--- config.mk ---
export PLATFORM = sky130hd
export DESIGN_NAME = wb_history_pipe
export DESIGN_NICKNAME = d
export VERILOG_FILES = /design/src/rtl/kl_pipe_pkg.sv /design/src/rtl/kl_regfile.sv /design/src/rtl/wb_history_pipe.sv
export SDC_FILE = /design/constraint.sdc
export NUM_CORES = 1
export LEC_CHECK = 0
export ABC_AREA = 0
export CELL_PAD_IN_SITES_DETAIL_PLACEMENT = 2
export CELL_PAD_IN_SITES_GLOBAL_PLACEMENT = 2
export CORE_ASPECT_RATIO = 0.75
export CORE_MARGIN = 4
export CORE_UTILIZATION = 40
export DETAILED_ROUTE_END_ITERATION = 10
export PLACE_DENSITY_LB_ADDON = 0.1
export SLEW_MARGIN = 20
export SYNTH_ARGS = -nofsm -noshare
export SYNTH_HDL_FRONTEND = slang
export SYNTH_SLANG_ARGS = --single-unit
--- constraint.sdc ---
create_clock -name clk -period 11.9 [get_ports clk]
set_input_delay 1.785 -clock clk [delete_from_list [all_inputs] [get_ports clk]]
set_output_delay 1.785 -clock clk [all_outputs]
set_load 0.03 [all_outputs]
--- src/rtl/kl_pipe_pkg.sv ---
// Shared widths and the write-history entry type for the writeback/forwarding path.
package kl_pipe_pkg;

    localparam int DATA_W    = 16;
    localparam int REGNUM_W  = 3;
    localparam int NUM_REGS  = 2 ** REGNUM_W;
    localparam int FWD_DEPTH = 6;

    typedef struct packed {
        logic [DATA_W-1:0]   data;
        logic [REGNUM_W-1:0] num;
        logic                wr;
    } wb_entry_t;

endpackage

--- src/rtl/kl_regfile.sv ---
// Architectural register file: async reads, one sync write, sync reset to 0.
// Write lands at the edge; reads see it the following cycle. No backpressure.
module kl_regfile
    import kl_pipe_pkg::*;
(
    input  logic                clk,
    input  logic                rst,
    input  logic                wr_en,
    input  logic [REGNUM_W-1:0] wr_num,
    input  logic [DATA_W-1:0]   wr_data,
    input  logic [REGNUM_W-1:0] rd_a_num,
    output logic [DATA_W-1:0]   rd_a_data,
    input  logic [REGNUM_W-1:0] rd_b_num,
    output logic [DATA_W-1:0]   rd_b_data
);

    logic [DATA_W-1:0] regs [NUM_REGS];

    always_ff @(posedge clk) begin
        if (rst) begin
            for (int i = 0; i < NUM_REGS; i++) regs[i] <= '0;
        end else if (wr_en) begin
            regs[wr_num] <= wr_data;
        end
    end

    assign rd_a_data = regs[rd_a_num];
    assign rd_b_data = regs[rd_b_num];

endmodule

--- src/rtl/wb_history_pipe.sv ---
// Last six register writes (m1 newest) feeding forwarding; oldest retires into the regfile.
// Result visible on m1 one edge after capture, in regfile after the 6th advance; stall_in freezes everything.
module wb_history_pipe
    import kl_pipe_pkg::*;
#(
    parameter int DEPTH       = FWD_DEPTH,
    parameter int FLUSH_SLOTS = 1
) (
    input  logic                clk,
    input  logic                rst,
    input  logic                stall_in,
    input  logic                flush_in,
    input  logic                res_valid_in,
    input  logic                res_write_in,
    input  logic [REGNUM_W-1:0] res_num_in,
    input  logic [DATA_W-1:0]   res_data_in,
    input  logic [REGNUM_W-1:0] rd_a_num_in,
    input  logic [REGNUM_W-1:0] rd_b_num_in,
    output logic [DATA_W-1:0]   rd_a_data_out,
    output logic [DATA_W-1:0]   rd_b_data_out,
    output logic [DATA_W-1:0]   data_m1_out,
    output logic [DATA_W-1:0]   data_m2_out,
    output logic [DATA_W-1:0]   data_m3_out,
    output logic [DATA_W-1:0]   data_m4_out,
    output logic [DATA_W-1:0]   data_m5_out,
    output logic [DATA_W-1:0]   data_m6_out,
    output logic [REGNUM_W-1:0] num_m1_out,
    output logic [REGNUM_W-1:0] num_m2_out,
    output logic [REGNUM_W-1:0] num_m3_out,
    output logic [REGNUM_W-1:0] num_m4_out,
    output logic [REGNUM_W-1:0] num_m5_out,
    output logic [REGNUM_W-1:0] num_m6_out,
    output logic                m1_write_out,
    output logic                m2_write_out,
    output logic                m3_write_out,
    output logic                m4_write_out,
    output logic                m5_write_out,
    output logic                m6_write_out,
    output logic [15:0]         retire_count_out
);

    wb_entry_t hist [1:DEPTH];
    logic      retire_wr;

    // A flush reaching as deep as the oldest slot also kills its retirement.
    assign retire_wr = ~stall_in & hist[DEPTH].wr & ~(flush_in && FLUSH_SLOTS >= DEPTH);

    always_ff @(posedge clk) begin
        if (rst) begin
            for (int k = 1; k <= DEPTH; k++) hist[k] <= '0;
            retire_count_out <= '0;
        end else if (stall_in) begin
            if (flush_in) begin
                for (int k = 1; k <= FLUSH_SLOTS; k++) hist[k].wr <= 1'b0;
            end
        end else begin
            hist[1] <= '{data: res_data_in, num: res_num_in,
                         wr: res_valid_in & res_write_in & ~flush_in};
            for (int k = 1; k < DEPTH; k++) begin
                hist[k+1] <= hist[k];
                if (flush_in && k <= FLUSH_SLOTS) hist[k+1].wr <= 1'b0;
            end
            if (retire_wr) retire_count_out <= retire_count_out + 16'd1;
        end
    end

    kl_regfile u_regfile (
        .clk       (clk),
        .rst       (rst),
        .wr_en     (retire_wr),
        .wr_num    (hist[DEPTH].num),
        .wr_data   (hist[DEPTH].data),
        .rd_a_num  (rd_a_num_in),
        .rd_a_data (rd_a_data_out),
        .rd_b_num  (rd_b_num_in),
        .rd_b_data (rd_b_data_out)
    );

    assign data_m1_out  = hist[1].data;
    assign data_m2_out  = hist[2].data;
    assign data_m3_out  = hist[3].data;
    assign data_m4_out  = hist[4].data;
    assign data_m5_out  = hist[5].data;
    assign data_m6_out  = hist[6].data;
    assign num_m1_out   = hist[1].num;
    assign num_m2_out   = hist[2].num;
    assign num_m3_out   = hist[3].num;
    assign num_m4_out   = hist[4].num;
    assign num_m5_out   = hist[5].num;
    assign num_m6_out   = hist[6].num;
    assign m1_write_out = hist[1].wr;
    assign m2_write_out = hist[2].wr;
    assign m3_write_out = hist[3].wr;
    assign m4_write_out = hist[4].wr;
    assign m5_write_out = hist[5].wr;
    assign m6_write_out = hist[6].wr;

endmodule
==> results.md, run 1 <==
- Fin Setup TNS: 0 ps
- CTS tree: yes
- Layout Nets: 970
- Peak supply drop: roughly 110 uV
- Placeable Area: slightly below 30000 sq um
- Root buffer cell: clkbuf_16
- DP Area: 14300 sq um
- Via density per instance: 5.33
- Critical path type: in -> out
- Max incr delay on CP: approximately 640 ps
- Proportion of layout cells with a drive suffix above 1: 19.1%
- Sequential share of the synthesized area: 65.5%
- Via count: 7211
- Syn-to-layout area delta: 28.6%
- Gates resized, CTS repair: 0
- Hold Buf Count CTS: 0
- Setup violators final: 0
- DRC: 0
- RSZ-0062 raised after global routing: no
- Power share of the combinational group: 12.3%
- Synth Warn #: 0
- CTS Buf Count: 28
- Clk slew on worst S/H paths: 60 ps
- Ant. Diodes: 0
- Synth Register Bits: 264
- Avg Cell Area, Syn: 16.0 sq um
- Clock skew: 14.1 ps
- Final Cell Area: 15300 sq um
- Mapped Nets: 774
- Most frequent cells in the layout: edfxtp_1 (248), and2_1 (247), clkdlybuf4s50_1 (194)
- Clock Path Buffers: 3
- CP Capture Type: output pin
- Post-Place Setup Slack: 6070 ps
- Period minus WS final: 5800 ps
- Share of power burned in registers: 47.8%
- Worst path arrival time: roughly 4000 ps
- DR WL/cell: approximately 26 um
- Setup ws final: 6100 ps
- Row count: 54
- GPL Wtd Cong: 0.776
- Cell Pwr Density: 150 nW/um^2
- Clock sinks: 264
- Clock network power share: 40.0%
- Final antenna-violating net count: 0
- Clk_lat worst skew: about 550 ps
- Rel. slew slack: between 30% and 40%
- Mapped Cells: 742
- Postcts setup bufs: 0
- Die Width: 207 um
- 1st-pass router iterations: 5
- Unique masters post-synth: 34
- Maxcap violations: 0
- Crit-path cells: buf_2 > buf_4 > mux4_2 > mux2_2 > clkdlybuf4s50_1
- Io pins: 199
- Req. time, crit path: 10120 ps
- Final period util: 48.7%
- Sw Share: 25.0%
- CP Launch Type: primary input
- CTS H-tree depth: 1
- Psw: 571 uW
- Final hold viol count: 0
- Leak pwr: 0.00551 uW
- Initial Util: 40.6%
- Pin count of the biggest net entering global routing: 120
- Outcome: complete, no violations
- Initial DRC count: 457
- Initial antenna violation count: 0
- Total routed wirelength: 35100 um
- Max-slew violation count: 0
- Worst-margin pin slew: 1030 ps
- Vias in the first global route: 8218
- Height of the chip: 157 um
- Grt ovf: 0
- Die area: 32500 sq um
- Post-Syn Area: 11900 sq um
- Hold Crit Class: reg -> reg
- Critical-path top delay cell: mux4_2
- P_int: 1720 uW
- I/O Buffers: 198
- F_max: 0.173 GHz
- First-pass GRT wire length: approximately 53000 um
- HPWL after DPL: 22600 um
- Total track usage: 21.7%
- Crit path max fanout: 32
- Commonest non-fill, non-tap cell in the layout: edfxtp_1
-- power by group through the flow --
stage | logic (uW) | clock network [uW] | registers, uW
2_1_floorplan | 107 | 0 | 1160
3_3_place_gp | 279 | 0 | 1110
3_5_place_dp | 283 | 0 | 1110
4_1_cts | 286 | 933 | 1090
5_1_grt | 295 | 973 | 1100
6_report | 281 | 915 | 1090
-- per-stage QoR --
step | hold WS (ps) | std cells | utilization [%] | total power, uW
6_report | 504 | 1352 | 52.3 | 2290
5_1_grt | 546 | 1352 | 52.3 | 2370
3_3_place_gp | 468 | 1300 | 48.9 | 1390
4_1_cts | 508 | 1352 | 52.3 | 2310
3_5_place_dp | 500 | 1300 | 48.9 | 1400
2_1_floorplan | 610 | 742 | - | 1260
-- flip-flops by register name (all words and copies together) (netlist names) --
name and flops:
retire_count_out 16, u_regfile.regs 128, hist 120
-- worst max-delay path: cells and delay by family --
family / cells / cell delay, ps
buffers and inverters: 3 / 1240
muxes: 2 / 940
-- layer usage --
layer	share of wire, %	vias up	wire length, um	global-route usage (%)
met3	8.8	49	3100	7.50
li1	-	3148	-	-
met1	40	3760	14000	26.8
met4	1.8	0	639	4.22
met2	50	254	17400	37.6
met5	0	-	0	0
-- final timing paths --
path | depth (start not counted) | startpoint | slack, ps | to
min | 2 | retire_count_out[15] | 500 | retire_count_out[15]
max | 5 | rd_b_num_in[0] | 6100 | rd_b_data_out[15]
max reg2reg | 3 | hist[3][1] | 9180 | u_regfile.regs[7][2]
min reg2reg | 2 | retire_count_out[15] | 500 | retire_count_out[15]
-- cell usage after synthesis --
cell | number | area (sq um)
and2_1 | 247 | 1550
nor3b_1 | 1 | 7.51
mux2i_1 | 1 | 10.0
xor2_1 | 2 | 17.5
nand4b_4 | 1 | 23.8
nand2b_1 | 2 | 12.5
dfxtp_1 | 16 | 320
or4_4 | 1 | 11.3
o21ai_0 | 3 | 15.0
buf_2 | 7 | 35.0
nor3_1 | 6 | 30.0
nor2_1 | 15 | 56.3
a31o_2 | 2 | 17.5
inv_1 | 3 | 11.3
buf_1 | 2 | 7.51
nand2_1 | 8 | 30.0
nand4_1 | 5 | 31.3
nor2b_1 | 1 | 6.26
a21oi_1 | 5 | 25.0
nor4_2 | 3 | 37.5
ha_1 | 1 | 12.5
nor3_2 | 1 | 10.0
clkbuf_1 | 34 | 128
or2b_1 | 1 | 7.51
nand3_1 | 4 | 20.0
or2_2 | 10 | 62.6
and3b_1 | 1 | 8.76
edfxtp_1 | 248 | 7450
or3_1 | 2 | 12.5
nand3b_1 | 1 | 7.51
xnor2_1 | 8 | 70.1
nor4_1 | 4 | 25.0
mux2_2 | 32 | 360
mux4_2 | 64 | 1440
-- cell type report --
cell class / count / area [sq um]
fill: 2714 / 13900
sequential: 264 / 7770
multi-input combinational: 432 / 3970
tap: 392 / 490
clock buffer: 37 / 838
timing repair buffer: 209 / 2040
inverter: 3 / 11.3
clock inverter: 15 / 134
-- logic make-up (layout without fill, tap and decap cells) --
logic type               after synthesis  count (layout)  share of synthesized area [%]
adder cells (fa/ha/maj)                1               1                          0.105
buffers and inverters                 46             264                           1.53
AND/OR/NAND/NOR                      314             314                           16.4
multiplexers                          97              97                           15.3
flip-flops                           264             264                           65.5
XOR/XNOR                              10              10                          0.738
AO/OA/AOI/OAI                         10              10                          0.485
No activity file was read; power rests on OpenSTA's default activity.
==> inputs of run 2 (changes only) <==
Settings changed: CORE_UTILIZATION 40 to 34.
Clock period 11.9 ns to 5.3 ns, I/O delays scaled along.
==> run 2 against run 1 <==
Against the previous run: clock power up 120%; clock-buffer cell count up 3; wire length rose by 0.97%.
==> results.md, run 2 (synthesis results as in run 1) <==
- Worst R2R Setup Slack: 2940 ps (-6240 ps)
- Initial Util: 34.9% (-5.7 points)
- Proportion of layout cells with a drive suffix above 1: 19.0% (about the same)
- Crit path max fanout: 17 (-47%)
- Setup violators final: 0 (unchanged)
- Hold Buf Count CTS: 0 (unchanged)
- Initial DRC count: 403 (-12%)
- Via count: 7210 (-0.014%)
- Placed cells: 1364 (+4.9%)
- Worst path arrival time: 3100 ps (-910 ps)
- Hold EP: retire_count_out[15]
- DR WL/cell: 25.0 um (-3.7%)
- Leak pwr: 0.00556 uW (+0.98%)
- First-pass GRT wire length: 52900 um (+0.13%)
- R2R cell count: 4 (+1)
- CP Capture Type: output pin
- Clock skew: 7.55 ps (-6.55 ps)
- CTS tree: yes
- Reg-to-Reg Start: hist[3][0]
- HPWL after DPL: 22800 um (+0.67%)
- Peak supply drop: 213 uV (+85%)
- Worst-margin pin slew: 953 ps (-77.0 ps)
- 1st-pass router iterations: 4 (-1)
- Total power: 5140 uW (+120%)
- Hold Path Stages: 2 (unchanged)
- Commonest non-fill, non-tap cell in the layout: edfxtp_1
- Fin Setup TNS: 0 ps (unchanged)
- Cell Pwr Density: 333 nW/um^2 (+120%)
- Max FFs per register: 128 (unchanged)
- CTS H-tree depth: 1 (unchanged)
- Clock sinks: 264 (unchanged)
- I/O Buffers: 198 (unchanged)
- Total track usage: 18.3% (-3.4 points)
- Maxcap violations: 0 (unchanged)
- Critical path type: in -> out
- Placeable Area: 34000 sq um (+16%)
- Hold path startpoint: retire_count_out[15]
- R2r endpoint: u_regfile.regs[1][4]
- Finished Layout Cells: 1417 (+4.8%)
- Outcome: complete, no violations
- DRC: 0 (unchanged)
- Final Cell Area: 15400 sq um (+0.98%)
- Height of the chip: 170 um (+8.0%)
- Final antenna-violating net count: 0 (unchanged)
- Root buffer cell: clkbuf_16
- Most frequent cells in the layout: edfxtp_1 (248), and2_1 (247), clkdlybuf4s50_1 (196)
- Via density per instance: 5.09 (-4.6%)
- Clk slew on worst S/H paths: 60 ps (about the same)
- DP Area: 14400 sq um (+1.0%)
- Biggest register: u_regfile.regs
- GPL Wtd Cong: 0.781 (+0.70%)
- Total routed wirelength: 35400 um (+0.97%)
- Clk_lat worst skew: 540 ps (about the same)
- F_max: around 0.26 GHz
- Io pins: 199 (unchanged)
- Req. time, crit path: 4510 ps (-5610 ps)
- Final core utilization: 45.4% (-6.9 points)
- Die area: 38000 sq um (+17%)
- Largest regs: u_regfile.regs: 128 flops, hist: 120 flops, retire_count_out: 16 flops
- CP Launch Type: primary input
- CTS Buf Count: 28 (unchanged)
- Row count: 58 (+7.4%)
- Hold Crit Class: reg -> reg
- Clock Path Buffers: 3 (unchanged)
- Crit path launch: rd_a_num_in[0]
- Pin count of the biggest net entering global routing: 119 (-0.83%)
- Rel. slew slack: 36.5% (+5.7 points)
- Die Width: 224 um (+8.1%)
- Period minus WS final: just under 4000 ps
- Max-slew violation count: 0 (unchanged)
- Vias in the first global route: 8130 (-1.1%)
- Syn-to-layout area delta: 29.9%
- Final period util: 73.5%
- Final hold viol count: 0 (unchanged)
- RSZ-0062 raised after global routing: no
- Grt ovf: 0 (unchanged)
- Initial antenna violation count: 0 (unchanged)
- Postcts setup bufs: 0 (unchanged)
- Layout Nets: 976 (+0.62%)
- Gates resized, CTS repair: 0 (unchanged)
-- run 2: report_power, final --
part	total [uW]	switching [uW]	internal, uW
Clock	2050	827	1220
Combinational	636	366	269
Sequential	2450	72.8	2380
-- run 2: worst max path at each step --
stage               cells past startpoint                to
global route                            5  rd_b_data_out[1]
detailed placement                      5  rd_b_data_out[1]
global placement                        5  rd_b_data_out[1]
CTS                                     5  rd_b_data_out[1]
floorplan                               3       hist[0][20]
finish                                  5  rd_a_data_out[1]
-- run 2: area by class of cell --
cell class	count	area (sq um)
Antenna cell	1	2.50
Clock buffer	40	858
Clock inverter	12	113
Fill cell	3214	18600
Inverter	3	11.3
Multi-Input combinational cell	432	3960
Sequential cell	264	7770
Tap cell	450	563
Timing Repair Buffer	215	2140
-- run 2: worst max-delay path, cell delays in order --
cell	delay (ps)
buf_2	580
buf_12	280
mux4_2	520
mux2_2	310
clkdlybuf4s50_1	600
-- run 2: stage by stage --
stage	setup slack (ps)	hold slack (ps)
3_5_place_dp	1360	513
6_report	1400	517
4_1_cts	1360	523
3_3_place_gp	1400	465
5_1_grt	1300	554
2_1_floorplan	705	610
-- run 2: metal layers --
layer	up-vias	global-route usage (%)	part of all wire, %
met5	-	0	0
met4	0	4.26	2.5
met3	53	6.03	7.5
met2	210	29.5	46
met1	3794	24.4	44
li1	3153	-	-
==> inputs of run 3 (changes only) <==
Settings changed: CORE_UTILIZATION 34 to 38.
Clock period 5.3 ns to 3.88 ns, I/O delays scaled along.
==> run 3 against run 2 <==
Against the previous run: worst hold slack lost 2.4 ps; register-to-register slack lost 1300 ps; core utilization grew 4.8 points; non-clock buffer count grew 2; critical endpoint is now rd_b_data_out[10]; highest routed layer unchanged.
==> results.md, run 3 (synthesis results as in run 1) <==
- Maxcap violations: 0 (unchanged)
- Outcome: complete, no violations
- P_int: 5200 uW (+34%)
- Max FFs per register: 128 (unchanged)
- Final antenna-violating net count: 0 (unchanged)
- Largest regs: u_regfile.regs: 128 flops, hist: 120 flops, retire_count_out: 16 flops
- Leak pwr: 0.00554 uW (-0.42%)
- Cell Pwr Density: 451 nW/um^2 (+35%)
- Clock sinks: 264 (unchanged)
- Row count: 55 (-5.2%)
- Finished Layout Cells: 1365 (-3.7%)
- Share of power burned in registers: 48.7% (+0.9 points)
- Final Cell Area: 15300 sq um (-0.84%)
- HPWL after DPL: 22700 um (-0.56%)
- F_max: approximately 0.31 GHz
- RSZ-0062 raised after global routing: no
- Postcts setup bufs: 0 (unchanged)
- Total power: 6900 uW (+34%)
- Placed cells: 1315 (-3.6%)
- Initial Util: 38.9% (+4.0 points)
- Biggest register: u_regfile.regs
- Io pins: 199 (unchanged)
- DRC: 0 (unchanged)
- Max-slew violation count: 0 (unchanged)
- Gates resized, CTS repair: 0 (unchanged)
- Total routed wirelength: 35300 um (-0.19%)
- Proportion of layout cells with a drive suffix above 1: 18.5% (-0.50 points)
- Height of the chip: 161 um (-5.2%)
- Rel. slew slack: 40.1% (+3.6 points)
- CTS H-tree depth: 1 (unchanged)
- Final period util: 82.9%
- CP Capture Type: output pin
- Initial antenna violation count: 0 (unchanged)
- Req. time, crit path: 3300 ps (-1210 ps)
- Setup violators final: 0 (unchanged)
- Clk slew on worst S/H paths: 60 ps (about the same)
- CTS tree: yes
- Total track usage: 20.5% (+2.2 points)
- Initial DRC count: 510 (+27%)
- Critical path type: in -> out
- Crit path max fanout: 32 (+15)
- Pin count of the biggest net entering global routing: 119 (unchanged)
- Syn-to-layout area delta: 28.8%
- DP Area: 14400 sq um (-0.43%)
- CTS Buf Count: 28 (unchanged)
- Root buffer cell: clkbuf_16
- GPL Wtd Cong: 0.763 (-2.3%)
- Clock skew: 13.3 ps (+5.77 ps)
- Hold Buf Count CTS: 0 (unchanged)
- Die area: 34100 sq um (-10%)
- Placeable Area: 30500 sq um (-10%)
- Sw Share: 24.5% (-0.098 points)
- Peak supply drop: 329 uV (+55%)
- Grt ovf: 0 (unchanged)
- Via count: 7101 (-1.5%)
- Layout Nets: 978 (+0.20%)
- Period minus WS final: between 3000 and 4000 ps
- Die Width: 212 um (-5.2%)
- Worst-margin pin slew: 899 ps (-53.9 ps)
- 1st-pass router iterations: 4 (unchanged)
- Clk_lat worst skew: 540 ps (about the same)
- Clock network power share: 38.7% (-1.2 points)
- Vias in the first global route: 8157 (+0.33%)
- Clock Path Buffers: 3 (unchanged)
- CP Launch Type: primary input
- Worst path arrival time: 2640 ps (-460 ps)
- Hold Crit Class: reg -> reg
- Psw: 1690 uW (+34%)
- I/O Buffers: 198 (unchanged)
- Final hold viol count: 0 (unchanged)
- First-pass GRT wire length: 53200 um (+0.64%)
- DR WL/cell: 25.9 um (+3.6%)
- Commonest non-fill, non-tap cell in the layout: edfxtp_1
- Power share of the combinational group: 12.6% (+0.2 points)
- Via density per instance: 5.20 (+2.2%)
- Most frequent cells in the layout: edfxtp_1 (248), and2_1 (247), clkdlybuf4s50_1 (191)
- Fin Setup TNS: 0 ps (unchanged)
- Final core utilization: 50.1% (+4.8 points)
==> run 3: cell types whose count changed in the layout (fill, tap and decap cells not counted), moves of 3 or more <==
cell,change
buf_4,+5
clkinv_2,-8
clkbuf_1,+4
nor4_4,-3
nor4_2,+3
clkinv_1,+5
clkdlybuf4s50_1,-5
==> run 3: worst max-delay path, cell delays in order <==
cell	delay, ps
clkdlybuf4s50_1	520
buf_12	240
mux4_2	340
mux2_2	310
clkdlybuf4s50_1	600
==> run 3: per-layer routing <==
| layer | global-route usage, % | share of wire, % | vias up |
|---|---|---|---|
| li1 | - | - | 3157 |
| met1 | 27.2 | 41 | 3682 |
| met2 | 33.6 | 47 | 230 |
| met3 | 7.03 | 9.8 | 32 |
| met4 | 3.56 | 1.6 | 0 |
| met5 | 0 | 0 | - |
==> run 3: metrics by stage <==
step | hold slack (ps) | setup slack (ps)
floorplan | 610 | 947
global placement | 466 | 698
detailed placement | 514 | 656
CTS | 523 | 655
global route | 560 | 623
finish | 514 | 662
==> run 3: layout make-up <==
cell class / count / area, sq um
multi-input combinational: 432 / 3930
sequential: 264 / 7770
clock buffer: 41 / 821
tap: 399 / 499
antenna: 1 / 2.50
fill: 2826 / 15200
timing repair buffer: 217 / 2160
inverter: 3 / 11.3
clock inverter: 8 / 83.8
==> run 3: final timing paths <==
kind	from	endpoint	slack, ps	cells after the start
worst max register to register	hist[3][0]	u_regfile.regs[1][5]	1650	4
worst min-delay path	retire_count_out[15]	retire_count_out[15]	510	2
worst min register to register	retire_count_out[15]	retire_count_out[15]	510	2
worst max-delay path	rd_b_num_in[1]	rd_b_data_out[10]	660	5
==> run 3: power groups by stage <==
stage,combinational [uW],sequential (uW),clock (uW)
finish,870,3350,2670
global route,913,3380,2860
CTS,882,3360,2740
detailed placement,877,3410,0
global placement,864,3400,0
floorplan,328,3540,0
